`src/rtl/cc_branch_resolver.sv`:
```
// LC-3b branch resolver: waits until every older CC writer has loaded the CC register,
// then evaluates the BR condition and hands the outcome and target to fetch.
module cc_branch_resolver #(
    parameter int CC_W   = 3,
    parameter int PEND_W = 3,
    parameter int ADDR_W = 16
) (
    input  logic              clk,
    input  logic              rst,
    input  logic              cc_alloc,
    input  logic              cc_load,
    input  logic [CC_W-1:0]   cc_in,
    input  logic              br_valid,
    output logic              br_ready,
    input  logic [CC_W-1:0]   br_nzp,
    input  logic [ADDR_W-1:0] br_pc,
    input  logic [8:0]        br_offset,
    output logic              res_valid,
    input  logic              res_ready,
    output logic              res_taken,
    output logic [ADDR_W-1:0] res_target,
    output logic              pend_full,
    output logic              err
);

    typedef enum logic [1:0] {IDLE, WAIT_CC, RESP} state_t;

    localparam logic [PEND_W-1:0] PEND_MAX = '1;

    state_t            state;
    logic [PEND_W-1:0] pend_cnt;
    logic [CC_W-1:0]   nzp_q;
    logic [ADDR_W-1:0] tgt_q;

    logic              accept;
    logic              alloc_ok;
    logic [ADDR_W-1:0] off_ext;
    logic [ADDR_W-1:0] br_sum;
    logic              resolve_now;
    logic              taken_now;

    assign br_ready  = (state == IDLE) && !rst;
    assign accept    = br_valid && br_ready;
    assign pend_full = (pend_cnt == PEND_MAX);

    // New CC writers may only issue while no branch is in flight or entering.
    assign alloc_ok  = cc_alloc && (state == IDLE) && !accept && !pend_full;

    assign off_ext   = {{(ADDR_W-9){br_offset[8]}}, br_offset};
    assign br_sum    = br_pc + {off_ext[ADDR_W-2:0], 1'b0};

    // NOTE: every output of this block gets a default first so no latch is inferred.
    always_comb begin
        resolve_now = 1'b0;
        taken_now   = 1'b0;
        if (state == WAIT_CC) begin
            if (nzp_q == '0) begin
                resolve_now = 1'b1;
            end else if (nzp_q == '1) begin
                resolve_now = 1'b1;
                taken_now   = 1'b1;
            end else if (pend_cnt == '0) begin
                // Registered count is zero, so cc_in already holds the final flags.
                resolve_now = 1'b1;
                taken_now   = |(nzp_q & cc_in);
            end
        end
    end

    // NOTE: sequential state uses non-blocking assignments so all registers update together.
    always_ff @(posedge clk) begin
        if (rst) begin
            state      <= IDLE;
            pend_cnt   <= '0;
            nzp_q      <= '0;
            tgt_q      <= '0;
            res_valid  <= 1'b0;
            res_taken  <= 1'b0;
            res_target <= '0;
            err        <= 1'b0;
        end else begin
            if (cc_alloc && !alloc_ok) begin
                err <= 1'b1;
            end

            if (alloc_ok && !cc_load) begin
                pend_cnt <= pend_cnt + PEND_W'(1);
            end else if (!alloc_ok && cc_load) begin
                if (pend_cnt == '0) begin
                    err <= 1'b1;
                end else begin
                    pend_cnt <= pend_cnt - PEND_W'(1);
                end
            end

            case (state)
                IDLE: begin
                    if (accept) begin
                        nzp_q <= br_nzp;
                        tgt_q <= br_sum;
                        state <= WAIT_CC;
                    end
                end
                WAIT_CC: begin
                    if (resolve_now) begin
                        res_taken  <= taken_now;
                        res_target <= tgt_q;
                        res_valid  <= 1'b1;
                        state      <= RESP;
                    end
                end
                RESP: begin
                    if (res_ready) begin
                        res_valid <= 1'b0;
                        state     <= IDLE;
                    end
                end
                default: state <= IDLE;
            endcase
        end
    end

endmodule

```
`config.mk`:
```
export PLATFORM = sky130hd
export DESIGN_NAME = cc_branch_resolver
export DESIGN_NICKNAME = d
export VERILOG_FILES = /design/src/rtl/cc_branch_resolver.sv
export SDC_FILE = /design/constraint.sdc
export NUM_CORES = 1
export LEC_CHECK = 0
export BUFFER_PORTS_ARGS = -buffer_cell sky130_fd_sc_hd__buf_2
export CELL_PAD_IN_SITES_DETAIL_PLACEMENT = 0
export CELL_PAD_IN_SITES_GLOBAL_PLACEMENT = 1
export CORE_MARGIN = 1.5
export CORE_UTILIZATION = 39
export CTS_CLUSTER_DIAMETER = 120
export DETAILED_ROUTE_END_ITERATION = 10
export PLACE_DENSITY_LB_ADDON = 0.08
export SETUP_SLACK_MARGIN = 0.3
export SYNTH_ARGS = -nofsm -noshare
export SYNTH_HDL_FRONTEND = slang
export SYNTH_SLANG_ARGS = --single-unit
export TNS_END_PERCENT = 5
```
`constraint.sdc`:
```
create_clock -name clk -period 2.33 [get_ports clk]
set_clock_uncertainty 0.05 [all_clocks]
set_input_delay 0.3495 -clock clk [delete_from_list [all_inputs] [get_ports clk]]
set_output_delay 0.3495 -clock clk [all_outputs]
set_load 0.05 [all_outputs]
```
Word level (Yosys, flattened, before mapping)
Index checks and enable logic that the tools add are counted.
{ "totals": {"mem_bits_ro": 0, "ram_bits": 0, "latchBits": 0, "out_inout_bits": 21, "input_bits": 37, "reg_bits": 43, "n_memories": 0} }
{ "classes": {"n_shift": 0, "magnitude_cmp": 0, "reduce_logical": 24, "n_mux": 21, "div": 0, "multipliers": 0, "bitwise_logic": 1, "addsub": 3, "eq_ne": 8} }
{ "op_table": {"columns": ["cell", "n"], "rows": [
  ["$add A16 B16 Y16", 1],
  ["$mux W1", 13],
  ["$mux W3", 3],
  ["$logic_and A1 B1 Y1", 8],
  ["$eq A3 B3 Y1 const B", 2],
  ["$logic_not A3 Y1", 2],
  ["$mux W2", 3],
  ["$ne A2 B2 Y1 const B", 3],
  ["$pmux W2 S3", 1],
  ["$reduce_and A2 Y1", 3],
  ["$reduce_and A3 Y1", 2],
  ["$logic_not A1 Y1", 5],
  ["$reduce_bool A2 Y1", 2],
  ["$add A3 B1 Y3 const B", 1],
  ["$and A3 B3 Y3", 1],
  ["$reduce_or A3 Y1", 1],
  ["$sub A3 B1 Y3 const B", 1],
  ["$eq A2 B1 Y1 const B", 1],
  ["$eq A2 B2 Y1 const B", 1],
  ["$logic_not A2 Y1", 1],
  ["$ne A2 B1 Y1 const B", 1],
  ["$pmux W1 S2", 1]
]} }

Logic depth before layout (Yosys ltp)
{ "logic_depth": {"word_depth": 12, "depth_mapped": 13} }

Least setup slack after synthesis
OpenSTA, ideal clock, no wires.
{ "synth_path": {"kind": "input port to flip-flop", "startpoint": "input rst", "endpoint": "register tgt_q[14]", "setup_ns": 0.062, "required_ns": 2.218, "path_stages": 5, "path_buffers": 1, "path_slack_ns": -0.345, "t_arrival_ns": 2.563, "cell_sequence": "clkbuf_1 -> nor3_1 -> nand2_1 -> or4_1 -> nand3_1"} }
{ "synth_between": {"elab_chain_cells": 4} }
{ "synth_lines": {"columns": ["item", "line", "source"], "rows": [
  ["start: declaration", "9", "input logic rst,"],
  ["$logic_not A1 Y1", "42", "assign br_ready = (state == IDLE) && !rst;"],
  ["$logic_and A1 B1 Y1", "42", null],
  ["net br_ready", "14", "output logic br_ready,"],
  ["$logic_and A1 B1 Y1", "43", "assign accept = br_valid && br_ready;"],
  ["$reduce_and A2 Y1 (no line)", null, null],
  ["end signal: assignment", "100", "tgt_q <= br_sum;"],
  ["end: declaration", "33", "logic [ADDR_W-1:0] tgt_q;"]
]} }
The timed path passes the listed nets, and every way through them passes these cells.
A chain may end at the register's enable or synchronous reset.

Worst setup path in the final report
{ "layout_path": {"startpoint": "register pend_cnt[2]", "endpoint": "register pend_cnt[2]"} }
{ "layout_between": {"elab_chain_cells": 7, "elab_cells_between_ends": 15, "cone_classes": "add/sub: 2; eq/ne: 2; mux: 3; reduce/logical: 8"} }
{ "layout_lines": {"columns": ["item", "line", "source"], "rows": [
  ["start: declaration", "31", "logic [PEND_W-1:0] pend_cnt;"],
  ["start signal: assignment", "87", "pend_cnt <= pend_cnt + PEND_W'(1);"],
  ["start signal: assignment", "92", "pend_cnt <= pend_cnt - PEND_W'(1);"],
  ["branches (longest 7 deep; another with $sub A3 B1 Y3)", null, null]
]} }
Several ways; the timed one is not identified. The select of a mux whose other input is x is not followed.

==> tab_implementation.tex <==
\begin{tabular}{lr}
\hline
Metric & Value \\
\hline
\multicolumn{2}{l}{\textbf{Timing}} \\
TNS Setup & 0 ps \\
Final setup fails & 0 \\
Final hold violation count & 0 \\
Slew headroom & 0.7145 \\
Final critical delay including setup and external delays & 2004 ps \\
RSZ-0062 raised after global routing & yes \\
Final worst-path cycle share & 0.8601 \\
Slew Limit Fails & 0 \\
Least-Margin Pin Slew & 417.4 ps \\
Final worst hold slack & 206.7 ps \\
Timing-limited maximum frequency & 499.0 MHz \\
\multicolumn{2}{l}{\textbf{Finish}} \\
Filler cell count & 615 \\
Layout cell share with drive strength beyond 1 & 0.3324 \\
Area growth from synthesis to layout & 25.41\% \\
Post-layout util & 0.5113 \\
Number of antenna cells inserted & 0 \\
Commonest non-fill, non-tap cells in the layout & 57 x buf\_2, 49 x nand2\_1, 38 x dfxtp\_1 \\
Final Net Count & 422 \\
Post-route design area & 0.003063 sq mm \\
Most common cell after layout, fill and taps aside & buf\_2 \\
\multicolumn{2}{l}{\textbf{Clocking}} \\
Hold buffer count at cts & 0 \\
CTS Sinks & 43 \\
Root buffer cell & clkbuf\_8 \\
Number of buffers created by CTS & 5 \\
H-tree depth & 2 \\
Worst-case clock buffer depth & 2 \\
Clk\_lat worst skew & 290 ps \\
Worst-path clk slew & 70 ps \\
Clock tree from TritonCTS & built \\
\multicolumn{2}{l}{\textbf{Global routing}} \\
Total congestion overflow after global routing & 0 \\
First-pass GRT wire length & 9515 um \\
Number of antenna violations at the first check in global routing & 0 \\
Total global routing track utilization & 0.1799 \\
Vias in the first global route & 2129 \\
Maximum number of pins on one net before global-route repair & 29 \\
\multicolumn{2}{l}{\textbf{Logic synthesis}} \\
Net count of the mapped netlist & 355 \\
Post-synthesis instance area & 0.002442 sq mm \\
Post-synthesis share of cell area spent on xor and xnor gates & 0.03945 \\
Flop and latch count out of synthesis & 43 \\
Part of the Yosys area used for sequential elements & 0.3525 \\
Synthesized instance count & 300 \\
Syn\_area\_per\_cell & 8.141 sq um \\
Synth area leaders & dfxtp\_1 35\%, ha\_1 8.2\%, nand2\_1 7.5\% \\
Synthesized-area fraction occupied by ao, oa, aoi and oai cells & 0.2485 \\
Share of flip-flops with an asynchronous set or reset after synthesis & 0 \\
Multiplexer fraction of the synthesized cell area & 0.004098 \\
Number of distinct library cells after synthesis & 45 \\
Number of enable-type register cells in the synthesized netlist & 0 \\
Ys flop type & dfxtp\_1 \\
Area share of the largest cell type after synthesis & 0.3525 \\
Post-synthesis share of cell area spent on and, or, nand and nor gates & 0.2049 \\
Adder and majority cell fraction of the synthesized area & 0.09836 \\
Number of synthesis warnings & 0 \\
Library cell occupying the most area in the post-synthesis netlist & dfxtp\_1 \\
Main combinational cell family by area after synthesis & compound AO/OA/AOI/OAI gates \\
\multicolumn{2}{l}{\textbf{Route}} \\
Remaining design rule violation count & 0 \\
Detailed route wirelength on metal2 & 2647 um \\
Number of detailed-route iterations in the first pass & 4 \\
Violation count after the first detailed-routing iteration & 104 \\
Routed metal-1 wire length & 2797 um \\
Avg WL per Cell & 13.04 um \\
Total via count after detailed routing & 2299 \\
DRT Wirelength & 5763 um \\
Top routing layer in use & met4 \\
DR vias/cell & 5.201 \\
Sum of met3 wire segment lengths after detailed routing & 242 um \\
Antenna-violating nets left & 0 \\
\multicolumn{2}{l}{\textbf{Pwr}} \\
Overall Power & 2213 uW \\
IR Drop Worst-Case VDD & 0.3830 mV \\
Leakage & 0.001288 uW \\
Pwr dens & 722.4 mW/mm\^{}2 \\
\multicolumn{2}{l}{\textbf{Setup path}} \\
Worst Path Class, Setup & flop to flop \\
Internal reg-to-reg setup slack & 330 ps \\
Endpoint kind of the worst setup timing path & flop \\
Startpoint of the worst-slack reg-to-reg timing path & pend\_cnt[2] \\
Worst-path fanout max & 4 \\
Worst r2r path cells & 12 \\
Crit Reg-Reg Endpoint & pend\_cnt[2] \\
Critical Path Source Type & flop \\
Worst path arrival time & 2120 ps \\
Required time at the endpoint of the critical path & 2450 ps \\
\multicolumn{2}{l}{\textbf{Worst hold path}} \\
Hold-critical path endpoint & tgt\_q[0] \\
Class of the worst hold path & input port to flop \\
Min-Delay Startpoint & br\_pc[0] \\
Number of cells traversed by the worst hold path & 3 \\
\multicolumn{2}{l}{\textbf{Die}} \\
Vertical die dimension & 82.14 um \\
Die area & 0.006746 sq mm \\
I/O Pins & 58 \\
Initial core utilization & 0.4077 \\
Area of the core region & 0.005991 sq mm \\
Width of the die & 82.14 um \\
Std cell rows & 28 \\
\multicolumn{2}{l}{\textbf{Placement}} \\
Placer congestion estimate & 0.7828 \\
HPWL after DPL & 4258 um \\
Number of buffer cells added on primary ports & 57 \\
Placed Instance Area & 0.002859 sq mm \\
\multicolumn{2}{l}{\textbf{Status}} \\
Result of the run & complete, no violations \\
\multicolumn{2}{l}{\textbf{Run}} \\
Maximum capacitance violations & 0 \\
\hline
\end{tabular}
-- report_power, final --
group	internal, uW	switching [uW]
combinational	303	465
sequential	834	65.9
clock	314	231
total	1450	762
-- synthesized netlist by cell type, drive strengths merged (3+ instances only) --
library cell / number
nand2: 59
xor2: 6
o21bai: 3
a31oi: 5
nand3: 15
xnor2: 5
a21o: 5
o21ai: 32
buf: 8
nor2: 13
ha: 16
clkbuf: 8
inv: 9
and2: 3
dfxtp: 43
a21oi: 31
nor3: 5
a211oi: 5
-- worst max-delay path by stage --
stage	from	endpoint	slack, ps	cells past startpoint
floorplan	br_pc[1]	tgt_q[15]	180	7
global placement	br_pc[1]	tgt_q[15]	-20	9
detailed placement	br_pc[1]	tgt_q[15]	-20	9
CTS	br_pc[1]	tgt_q[15]	280	9
global route	pend_cnt[2]	pend_cnt[2]	200	12
finish	pend_cnt[2]	pend_cnt[2]	330	12
-- per-layer routing --
layer  global-route usage  vias to the layer above
met5                    0                        -
met4              0.05593                        0
met3              0.03297                        8
met2               0.3082                       53
met1               0.2281                     1044
li1                     -                     1194
-- repair_timing --
action | 4_1_cts | 5_1_grt
resized for setup | 9 | 13
endpoints found under the setup margin | 3 | 8
setup buffers | 1 | 4
pin swaps | 2 | 6
cloned | 0 | 0
-- flip-flops by register name (all words and copies together) (netlist names) --
register	count
res_valid	1
state	2
nzp_q	3
res_target	16
tgt_q	16
err	1
res_taken	1
pend_cnt	3
-- cell type report --
type | count | area (sq um) | share of cell area
Clock buffer | 6 | 72.57 | 0.02369
Sequential cell | 43 | 874.6 | 0.2855
Multi-Input combinational cell | 231 | 1526 | 0.4984
Timing Repair Buffer | 76 | 427.9 | 0.1397
Tap cell | 75 | 93.84 | 0.03064
Inverter | 10 | 37.54 | 0.01225
Clock inverter | 1 | 30.03 | 0.009804
-- stage by stage --
step	cells	setup slack [ps]
after floorplan	300	178.1
after global placement	430	-22.94
after detailed placement	430	-19.76
after CTS	438	284.4
after global routing	442	198.6
final	442	325.9
-- kinds of logic (layout without fill, tap and decap cells) --
logic type                 after synthesis  in the layout
and+or+nand+nor                        107            107
AOI/OAI and AO/OA                       94             94
DFF                                     43             43
buffers and inverters                   26             93
adders and majority gates               18             18
xor gates and xnor gates                11             11
muxes                                    1              1
-- worst max-delay path, cell delays in order (launching register included) --
cell and delay [ps]:
dfxtp_2 330, and3_4 190, nor2_4 80, nand3_2 120, inv_2 90, ha_4 150, inv_2 40, fa_2 350
nor2_1 90, nand2_1 70, a21oi_2 140, xnor2_1 130, nor2_1 50
(Power assumes the default switching activity.)
